File: src/rtl/imm_pkg.sv
// rtl/imm_pkg.sv - shared immediate-format types, opcodes and range helper
package imm_pkg;

    typedef enum logic [1:0] {
        IMM_I   = 2'b00,
        IMM_S   = 2'b01,
        IMM_B   = 2'b10,
        IMM_BAD = 2'b11
    } imm_src_e;

    localparam logic [6:0] OPC_LOAD   = 7'h03;
    localparam logic [6:0] OPC_OP_IMM = 7'h13;
    localparam logic [6:0] OPC_STORE  = 7'h23;
    localparam logic [6:0] OPC_BRANCH = 7'h63;
    localparam logic [6:0] OPC_JALR   = 7'h67;

    // True when every bit from position top upward equals the sign bit,
    // i.e. the value survives truncation to a (top+1)-bit signed field.
    function automatic logic imm_fits(input logic [31:0] imm, input int unsigned top);
        logic [31:0] s;
        s = $signed(imm) >>> top;
        return (s == '0) || (s == '1);
    endfunction

endpackage

File: src/rtl/imm_pack.sv
// rtl/imm_pack.sv - combinational I/S/B instruction packer with immediate range check
module imm_pack
    import imm_pkg::*;
(
    input  imm_src_e    i_imm_src,
    input  logic [31:0] i_imm,
    input  logic [6:0]  i_opcode,
    input  logic [4:0]  i_rd,
    input  logic [2:0]  i_funct3,
    input  logic [4:0]  i_rs1,
    input  logic [4:0]  i_rs2,
    output logic [31:0] o_word,
    output logic        o_ok
);

    // Select the field layout and the matching legality rule for the immediate
    always_comb begin
        o_word = '0;
        o_ok   = 1'b0;
        case (i_imm_src)
            IMM_I: begin
                o_word = {i_imm[11:0], i_rs1, i_funct3, i_rd, i_opcode};
                o_ok   = imm_fits(i_imm, 11);
            end
            IMM_S: begin
                o_word = {i_imm[11:5], i_rs2, i_rs1, i_funct3, i_imm[4:0], i_opcode};
                o_ok   = imm_fits(i_imm, 11);
            end
            IMM_B: begin
                o_word = {i_imm[12], i_imm[10:5], i_rs2, i_rs1, i_funct3,
                          i_imm[4:1], i_imm[11], i_opcode};
                o_ok   = imm_fits(i_imm, 12) && !i_imm[0];
            end
            default: begin
                o_word = '0;
                o_ok   = 1'b0;
            end
        endcase
    end

endmodule

File: src/rtl/imm_encoder.sv
// rtl/imm_encoder.sv - registered instruction encoder streaming words to instr memory
module imm_encoder
    import imm_pkg::*;
#(
    parameter int                    INSTRUCTION_WIDTH = 32,
    parameter int                    ADDR_WIDTH        = 32,
    parameter logic [ADDR_WIDTH-1:0] START_ADDR        = '0,
    parameter int                    ERR_CNT_WIDTH     = 8
) (
    input  logic                         clk,
    input  logic                         rst_n,
    input  logic                         flush,
    input  logic                         in_valid,
    output logic                         in_ready,
    input  logic [1:0]                   ImmSrc,
    input  logic [31:0]                  Imm,
    input  logic [6:0]                   opcode,
    input  logic [4:0]                   rd,
    input  logic [2:0]                   funct3,
    input  logic [4:0]                   rs1,
    input  logic [4:0]                   rs2,
    output logic                         out_valid,
    input  logic                         out_ready,
    output logic [ADDR_WIDTH-1:0]        mem_addr,
    output logic [INSTRUCTION_WIDTH-1:0] mem_wdata,
    output logic                         err_sticky,
    output logic [ERR_CNT_WIDTH-1:0]     err_count
);

    logic                         r_out_valid;
    logic [INSTRUCTION_WIDTH-1:0] r_wdata;
    logic [ADDR_WIDTH-1:0]        r_addr;
    logic                         r_err_sticky;
    logic [ERR_CNT_WIDTH-1:0]     r_err_count;

    logic [31:0] w_word;
    logic        w_ok;
    logic        w_in_ready;
    logic        w_accept;
    logic        w_xfer;

    assign w_in_ready = !r_out_valid || out_ready;
    assign w_accept   = in_valid && w_in_ready;
    assign w_xfer     = r_out_valid && out_ready;

    imm_pack u_pack (
        .i_imm_src (imm_src_e'(ImmSrc)),
        .i_imm     (Imm),
        .i_opcode  (opcode),
        .i_rd      (rd),
        .i_funct3  (funct3),
        .i_rs1     (rs1),
        .i_rs2     (rs2),
        .o_word    (w_word),
        .o_ok      (w_ok)
    );

    // Output holding register: load on a legal accept, empty on transfer
    always_ff @(posedge clk or negedge rst_n) begin
        if (!rst_n) begin
            r_out_valid <= 1'b0;
            r_wdata     <= '0;
        end else if (flush) begin
            r_out_valid <= 1'b0;
            r_wdata     <= '0;
        end else if (w_accept && w_ok) begin
            r_out_valid <= 1'b1;
            r_wdata     <= w_word;
        end else if (w_xfer) begin
            r_out_valid <= 1'b0;
        end
    end

    // Byte address of the held word: step one word per completed transfer
    always_ff @(posedge clk or negedge rst_n) begin
        if (!rst_n) begin
            r_addr <= START_ADDR;
        end else if (flush) begin
            r_addr <= START_ADDR;
        end else if (w_xfer) begin
            r_addr <= r_addr + ADDR_WIDTH'(4);
        end
    end

    // Rejected inputs are consumed but flagged and counted (saturating)
    always_ff @(posedge clk or negedge rst_n) begin
        if (!rst_n) begin
            r_err_sticky <= 1'b0;
            r_err_count  <= '0;
        end else if (flush) begin
            r_err_sticky <= 1'b0;
            r_err_count  <= '0;
        end else if (w_accept && !w_ok) begin
            r_err_sticky <= 1'b1;
            if (r_err_count != '1) begin
                r_err_count <= r_err_count + ERR_CNT_WIDTH'(1);
            end
        end
    end

    assign in_ready   = w_in_ready;
    assign out_valid  = r_out_valid;
    assign mem_wdata  = r_wdata;
    assign mem_addr   = r_addr;
    assign err_sticky = r_err_sticky;
    assign err_count  = r_err_count;

endmodule

File: config.mk
export PLATFORM = sky130hd
export DESIGN_NAME = imm_encoder
export DESIGN_NICKNAME = d
export VERILOG_FILES = /design/src/rtl/imm_pkg.sv /design/src/rtl/imm_pack.sv /design/src/rtl/imm_encoder.sv
export SDC_FILE = /design/constraint.sdc
export NUM_CORES = 1
export LEC_CHECK = 0
export ABC_AREA = 1
export CAP_MARGIN = 30
export CORE_MARGIN = 1
export CORE_UTILIZATION = 40
export DETAILED_ROUTE_END_ITERATION = 6
export DONT_BUFFER_PORTS = 1
export GPL_TIMING_DRIVEN = 0
export PLACE_DENSITY_LB_ADDON = 0.15
export SLEW_MARGIN = 20
export SYNTH_ARGS = -nofsm -noshare
export SYNTH_HDL_FRONTEND = slang
export SYNTH_SLANG_ARGS = --single-unit
File: constraint.sdc
create_clock -name clk -period 1.3 [get_ports clk]
set_input_delay 0.13 -clock clk [delete_from_list [all_inputs] [get_ports clk]]
set_output_delay 0.13 -clock clk [all_outputs]
set_load 0.05 [all_outputs]
### Yosys cells after proc, flatten, opt, wreduce, memory -nomap -nowiden

Index checks and enable logic that the tools add are counted.

| storage, ports and cells | value |
|---|---|
| register bits | 74 |
| bits of input ports | 64 |

| operators by class | value |
|---|---|
| $add $sub $neg | 2 |
| equality and inequality tests | 5 |
| multiplexer cells | 14 |
| reductions and logical operators | 21 |

Operators with widths:

| operator | number |
|---|---|
| two-way mux 32 bit | 4 |
| case mux 32 bit (3 select lines) | 1 |
| == test 32 bit (second input constant) | 2 |
| zero test 32 bit | 2 |
| adder 32 x 3 -> 32 bit (second input constant) | 1 |
| two-way mux 8 bit | 3 |
| adder 8 x 1 -> 8 bit (second input constant) | 1 |
| != test 8 bit (second input constant) | 1 |
| nonzero test 2 bit | 4 |
| logical AND 1 bit | 5 |
| two-way mux 1 bit | 5 |
| zero test 1 bit | 3 |
| logical OR 1 bit | 3 |
| nonzero test 3 bit | 1 |
| == test 2 x 1 -> 1 bit (second input constant) | 1 |
| == test 2 bit (second input constant) | 1 |
| zero test 2 bit | 1 |
| case mux 1 bit (2 select lines) | 1 |
| AND reduction 2 bit | 1 |
| OR reduction 2 bit | 1 |

### Depth between registers and ports, before layout

Gate-level depths: netlist (run 1).

| depth | value |
|---|---|
| depth in word-level cells | 8 |
| gate-level depth with buffers | 12 |
| mapped depth without buffers | 12 |

### Modules after synthesis

From an unflattened synthesis (run 1), not the netlist that was laid out.

| second synthesis, totals | value |
|---|---|
| cells, all modules | 645 |
| area total of the unflattened synthesis | 4301.6 sq um |

Modules (own cells, without submodules):

| module | times used | cells each | area an instance (sq um) |
|---|---|---|---|
| imm_encoder | 1 | 496 | 3698.5 |
| imm_pack | 1 | 149 | 603.1 |

### Worst setup path before layout (run 1)

No wires, ideal clock.

| timing | value |
|---|---|
| path type | flip-flop to flip-flop |
| start point | register r_out_valid, in the netlist out_valid |
| end point | register r_err_count[0], in the netlist err_count[0] |
| arrival | 1.729 ns |
| data required time | 1.180 ns |
| setup slack | -0.550 ns |
| stages on the path, launching flop included | 7 |
| path buffers | 0 |
| clock period less this slack | 1.850 ns |
| cell sequence | dfrtp_1 -> nand2_1 -> nand2_1 -> inv_1 -> nand4_1 -> nand3_1 -> nand2_1 |

| on the way | value |
|---|---|
| word-level cells in the longest chain between the ends | 6 |

RTL lines:

| what | RTL line | source |
|---|---|---|
| start: declaration | imm_encoder.sv:30 | `logic r_out_valid;` |
| start signal: assignment | imm_encoder.sv:61 | `r_out_valid <= 1'b0;` |
| start signal: assignment | imm_encoder.sv:64 | `r_out_valid <= 1'b0;` |
| start signal: assignment | imm_encoder.sv:67 | `r_out_valid <= 1'b1;` |
| zero test 1 bit | imm_encoder.sv:42 | `assign w_in_ready = !r_out_valid \|\| out_ready;` |
| logical OR 1 bit | imm_encoder.sv:42 |  |
| via in_ready | imm_encoder.sv:14 | `output logic in_ready,` |
| logical AND 1 bit | imm_encoder.sv:43 | `assign w_accept = in_valid && w_in_ready;` |
| logical AND 1 bit | imm_encoder.sv:93 | `end else if (w_accept && !w_ok) begin` |
| nonzero test 2 bit (no line) | - |  |
| AND reduction 2 bit (no line) | - |  |
| end signal: assignment | imm_encoder.sv:96 | `r_err_count <= r_err_count + ERR_CNT_WIDTH'(1);` |
| end: declaration | imm_encoder.sv:34 | `logic [ERR_CNT_WIDTH-1:0] r_err_count;` |

The timed path passes the listed nets, and every way through them passes these cells.
A chain may end at the register's enable or synchronous reset.

### Final worst setup path (run 1)

| timing | value |
|---|---|
| start point | register r_out_valid, in the netlist out_valid |
| end point | register r_addr[17], in the netlist mem_addr[17] |

| on the way | value |
|---|---|
| word-level cells in the longest chain between the ends | 2 |

RTL lines:

| what | RTL line | source |
|---|---|---|
| logical AND 1 bit | imm_encoder.sv:44 | `assign w_xfer = r_out_valid && out_ready;` |
| nonzero test 2 bit (no line) | - |  |
| end signal: assignment | imm_encoder.sv:81 | `r_addr <= r_addr + ADDR_WIDTH'(4);` |
| end: declaration | imm_encoder.sv:32 | `logic [ADDR_WIDTH-1:0] r_addr;` |

Every way passes these cells.

==> flow_summary_export.csv, run 1 <==
group,metric,value,unit
placement,dp.final_hpwl,8720,um
routing,route.detailed.drc,0,
worst_setup_path,endpoint,"mem_addr[17]",
grt,grtUsageTotal,22.8,%
synth,syn_area,0.00430,mm2
timing,grt_setup_unrepaired,"yes",
worst_setup_path,r2r-end,"mem_addr[17]",
floorplan,initial_utilization,41.5,%
synth,ys_ff_latch,72,
run_status,status,"finished with violations",
run_status,violations,"hold timing, setup timing",
synth,ys_seq_area_share,41.9,%
routing,first_pass_iters,4,
grt,antenna_found_initial,0,
timing,max_slew_margin,36.7,%
clock_network,cts_buffer_depth,2,
timing,final-max-slew-violation-count,0,
clock_network,cts_htree_levels,3,
synth,synth.distinct_cells,39,
clock_network,path_clk_slew,0.09,ns
synth,syn_inst,586,
placement,post_dp_cell_area,0.00488,mm2
power,p_per_area,739,mW/mm2
routing,antenna_left,0,
final_layout,fin_nets,722,
worst_setup_path,r2r-start,"out_valid",
clock_network,cts.hold.buffers_added,23,
worst_setup_path,crit_path_end_kind,"flop",
grt,grt_max_degree,73,
final_layout,final_cell_mix,"nand2_1, nor2_1, inv_1",
worst_setup_path,worstSetupPathType,"reg -> reg",
timing,worstMarginPinSlew,0.950,ns
power,leakage,2.75,nW
grt,grt_pass1_wl,20200,um
clock_network,root_buffer,"clkbuf_8",
final_layout,drive_gt1_share,39.9,%
floorplan,core_area,0.0104,mm2
timing,period_share,129,%
clock_network,numCtsBuffers,9,
timing,hold_slack,-0.529,ns
worst_setup_path,required,1.58,ns
synth,synthTopCellsByArea,"dfrtp_1, nand2_1, nand3_1, nor2_1, inv_1",
routing,drt_iter0_markers,179,
worst_setup_path,rr_worst_depth,10,
synth,synth_edf_count,0,
timing,min_period,1.68,ns
floorplan,die_x,106,um
final_layout,final_area,0.00615,mm2
timing,setup_viol,68,
final_layout,fin_util,59.3,%
synth,synth_top_area_share,41.9,%
worst_setup_path,worst_setup_path_startpoint,"out_valid",
synth,async_flop_share,100,%
clock_network,clock-sinks,72,
routing,routed_wl,12900,um
hold_path,hold_class,"in -> async",
power,vdd_ir_drop_max,0.553,mV
floorplan,die-area,0.0112,mm2
flow_run,maxCapViolCount,0,
power,power.total,4.55,mW
synth,syn-mean-instance-area,7.34,um2
floorplan,rows,37,
floorplan,dieHeight,106,um
final_layout,synthToLayoutAreaGrowth,43.1,%
worst_setup_path,reg2reg_slack,-0.38,ns
grt,first_global_vias,4118,
routing,via_count,4214,
floorplan,pin_count,139,
routing,avgRoutedWirePerCell,16.2,um
timing,hold_violations,72,
clock_network,clk_latency,0.34,ns
clock_network,tritoncts,"done",
synth,synth_top_area_cell,"dfrtp_1",
timing,finClkSkew,0.00788,ns
worst_setup_path,cp-start-kind,"flop",
timing,worst_slack,-0.375,ns
placement,gp_congestion,0.849,
worst_setup_path,cp_max_fo,4,
synth,synth_flop_cell,"dfrtp_1",
routing,vias_per_cell,5.29,
final_layout,n_antenna_cell,0,
synth,ys_warn_count,0,
final_layout,final_common_cell,"nand2_1",
worst_setup_path,cp.arrival,1.95,ns
timing,fin_setup_tns,-16.28,ns
grt,grt_overflow,0,
timing,max_freq,0.597,GHz
placement,io_buffer_count,0,
==> sequential cells by signal (all words and copies together) (netlist names) <==
name / count
err_count: 8
err_sticky: 1
mem_addr: 30
mem_wdata: 32
out_valid: 1
==> repair_timing <==
item / in CTS / in global routing
gates resized for setup: 66 / 83
setup endpoints to repair: 67 / 69
buffers inserted: 23 / 10
pin swaps: 20 / 18
hold endpoints to repair: 95 / 72
cloned: 5 / 0
==> worst max-delay path, cell delays in order, from the launching register on <==
cell,delay (ns)
dfrtp_4,0.58
nand2_4,0.11
nor2_4,0.13
nand2_2,0.09
nor2_4,0.12
nand2_4,0.08
nor2_8,0.14
nand2_4,0.09
o21ai_2,0.12
nand2_1,0.07
nor2_1,0.08
==> layer usage <==
metal / global-route usage, % / vias to the layer above / routed length, um
li1: - / 2053 / -
met1: 27.5 / 2020 / 5170
met3: 6.31 / 11 / 868
met2: 39.8 / 130 / 6710
met4: 6.25 / 0 / 132
met5: 0 / - / 0
==> final cells by class <==
class	instances	area, um2
plain buffers	19	174
clock buffers	9	124
clock inverters	7	71.3
fillers	902	4220
inverters	62	253
multi-input cells	434	2810
flip-flops and latches	72	1900
well taps	136	170
repair buffers	58	647
==> synthesized netlist by cell type, drive strengths merged (3+ instances only) <==
master,n
dfrtp,72
buf,11
clkbuf,8
nand2,162
nand3,76
inv,61
or2,3
nor2,74
nand4,16
o21ai,50
a21oi,17
xor2,6
nor3,15
==> worst min path at each step <==
| stage | startpoint | endpoint | slack (ns) | cells after the start |
|---|---|---|---|---|
| floorplan | rst_n | err_count[0] | -0.17 | 0 |
| global placement | rst_n | mem_addr[9] | -0.16 | 0 |
| detailed placement | rst_n | mem_addr[9] | -0.16 | 0 |
| CTS | rst_n | mem_wdata[6] | -0.55 | 0 |
| global route | rst_n | mem_addr[8] | -0.56 | 0 |
| finish | rst_n | mem_addr[22] | -0.53 | 0 |
==> cells by family (layout without fill, tap and decap cells) <==
| kind of cell | count (synthesis) | after routing | share of synthesized area [%] |
|---|---|---|---|
| simple gates | 348 | 348 | 36.5 |
| xor+xnor | 7 | 7 | 1.43 |
| compound gates | 75 | 75 | 11.0 |
| buf+inv | 81 | 155 | 8.50 |
| fa+ha+maj | 2 | 2 | 0.582 |
| flops | 72 | 72 | 41.9 |
| other cells | 1 | 2 | 0.0872 |
==> per-stage QoR <==
stage | setup slack (ns) | cells
finish | -0.375 | 797
global route | -0.471 | 797
CTS | -0.359 | 790
detailed placement | -0.475 | 723
global placement | -0.431 | 723
floorplan | -0.247 | 587
==> power breakdown <==
group	internal [mW]	switching (mW)
sequential	2.26	0.0797
clock	0.887	0.929
combinational	0.154	0.240
total	3.30	1.25
No activity file was read; power rests on OpenSTA's default activity.
==> run 2, diff against run 1 <==
- PLACE_DENSITY_LB_ADDON: 0.15 -> 0.1
- clock period: 1.3 -> 2.11 ns (I/O delays scaled with it)
==> flow_summary_export.csv, run 2 (synthesis gave the netlist of run 1 again) <==
group,metric,value,unit
run_status,status,"complete, no violations",
timing,max_freq,0.505,GHz
clock_network,cts_htree_levels,3,
hold_path,hp-start,"Imm[6]",
timing,hold_violations,0,
timing,final-max-slew-violation-count,0,
placement,dp.final_hpwl,8600,um
worst_setup_path,r2r-start,"err_count[3]",
final_layout,drive_gt1_share,14.2,%
flow_run,maxCapViolCount,0,
final_layout,largest_reg_flops,32,
timing,fin_setup_tns,0,ns
timing,setup_viol,0,
routing,drt_iter0_markers,170,
final_layout,synthToLayoutAreaGrowth,15.5,%
floorplan,initial_utilization,41.5,%
placement,dpl.cell_count,723,
power,leakage,2.33,nW
worst_setup_path,r2r-end,"err_count[6]",
timing,worstMarginPinSlew,0.619,ns
worst_setup_path,crit_path_end_kind,"flop",
floorplan,die-area,0.0112,mm2
floorplan,core_area,0.0104,mm2
grt,antenna_found_initial,0,
grt,grtUsageTotal,22.1,%
routing,route.detailed.drc,0,
worst_setup_path,rr_worst_depth,7,
timing,period_share,93.8,%
hold_path,hold_class,"in -> reg",
routing,antenna_left,0,
final_layout,final_common_cell,"nand2_1",
floorplan,rows,37,
clock_network,clk_latency,0.36,ns
timing,finClkSkew,0.00877,ns
routing,first_pass_iters,5,
worst_setup_path,cp_max_fo,8,
grt,grt_overflow,0,
clock_network,cts_buffer_depth,2,
power,p_per_area,579,mW/mm2
placement,io_buffer_count,0,
worst_setup_path,cp-start-kind,"flop",
routing,vias_per_cell,5.27,
final_layout,instances_no_fill,761,
hold_path,whs_path_depth,2,
clock_network,cts_setup_buffers,0,
placement,gp_congestion,0.853,
routing,via_count,4008,
grt,grt_max_degree,73,
timing,grt_setup_unrepaired,"no",
final_layout,fin_nets,686,
timing,max_slew_margin,58.7,%
final_layout,final_cell_mix,"nand2_1, nand3_1, nor2_1",
worst_setup_path,required,2.35,ns
hold_path,min_to,"mem_wdata[26]",
timing,min_period,1.98,ns
floorplan,die_x,106,um
clock_network,numCtsBuffers,9,
final_layout,fillers,1072,
worst_setup_path,cp.arrival,2.22,ns
power,power.total,2.88,mW
clock_network,root_buffer,"clkbuf_8",
final_layout,n_antenna_cell,0,
worst_setup_path,reg2reg_slack,0.13,ns
power,vdd_ir_drop_max,0.279,mV
grt,first_global_vias,4044,
floorplan,pin_count,139,
grt,grt_pass1_wl,19400,um
clock_network,clock-sinks,72,
timing,hold_slack,0.0415,ns
routing,routed_wl,11700,um
routing,avgRoutedWirePerCell,15.4,um
clock_network,path_clk_slew,0.08,ns
clock_network,tritoncts,"done",
floorplan,dieHeight,106,um
worst_setup_path,worstSetupPathType,"reg -> reg",
-- run 2: what timing repair did --
| action | in CTS | in global routing |
|---|---|---|
| gates cloned | 0 | 0 |
| endpoints found under the hold margin | 92 | 0 |
| hold buffers | 22 | 0 |
| setup endpoints to repair | 13 | 26 |
| pin swaps | 0 | 0 |
| gates resized for setup | 4 | 22 |
-- run 2: area by class of cell --
cell class	count	area (um2)	share of cell area, %
tap	136	170	3.43
buffer	19	133	2.67
clock buffer	11	131	2.64
clock inverter	5	81.3	1.64
multi-input combinational	434	2150	43.3
sequential	72	1830	36.9
timing repair buffer	22	238	4.79
inverter	62	233	4.69
-- run 2: report_power, final --
part | switching (mW) | internal (mW)
combinational | 0.150 | 0.0814
sequential | 0.0438 | 1.39
clock | 0.549 | 0.667
total | 0.742 | 2.14
-- run 2: worst max path at each step --
stage                       startpoint  cells after the start            to  slack, ns
after floorplan              out_valid                      6  err_count[0]       0.26
after global placement     mem_addr[9]                      7  mem_addr[24]      -0.06
after detailed placement   mem_addr[9]                      7  mem_addr[24]      -0.09
after CTS                  mem_addr[3]                      8  mem_addr[18]      0.008
after global routing      err_count[3]                      7  err_count[4]       0.01
final                     err_count[3]                      7  err_count[6]       0.13
-- run 2: routing by layer --
layer  part of all wire [%]  track usage, %  vias up
met5                      0               0        -
met4                    2.6            9.92        0
met3                    7.6            7.36       27
met2                     49            37.6      147
met1                     41            25.1     1860
li1                       -               -     1974
-- run 2: stage by stage --
stage	cell area, um2	util [%]	setup WS, ns
floorplan	4300	-	0.260
global placement	4470	43.1	-0.0574
detailed placement	4470	43.1	-0.0892
CTS	4930	47.5	0.00817
global route	4970	47.9	0.0144
finish	4970	47.9	0.130
-- run 2: critical path, cell delays in order, from the launching register on --
cell,delay [ns]
dfrtp_1,0.71
nand2_1,0.11
inv_1,0.10
nand2_1,0.07
nor2_1,0.23
nand4_1,0.37
nand3_1,0.22
nand2_1,0.07
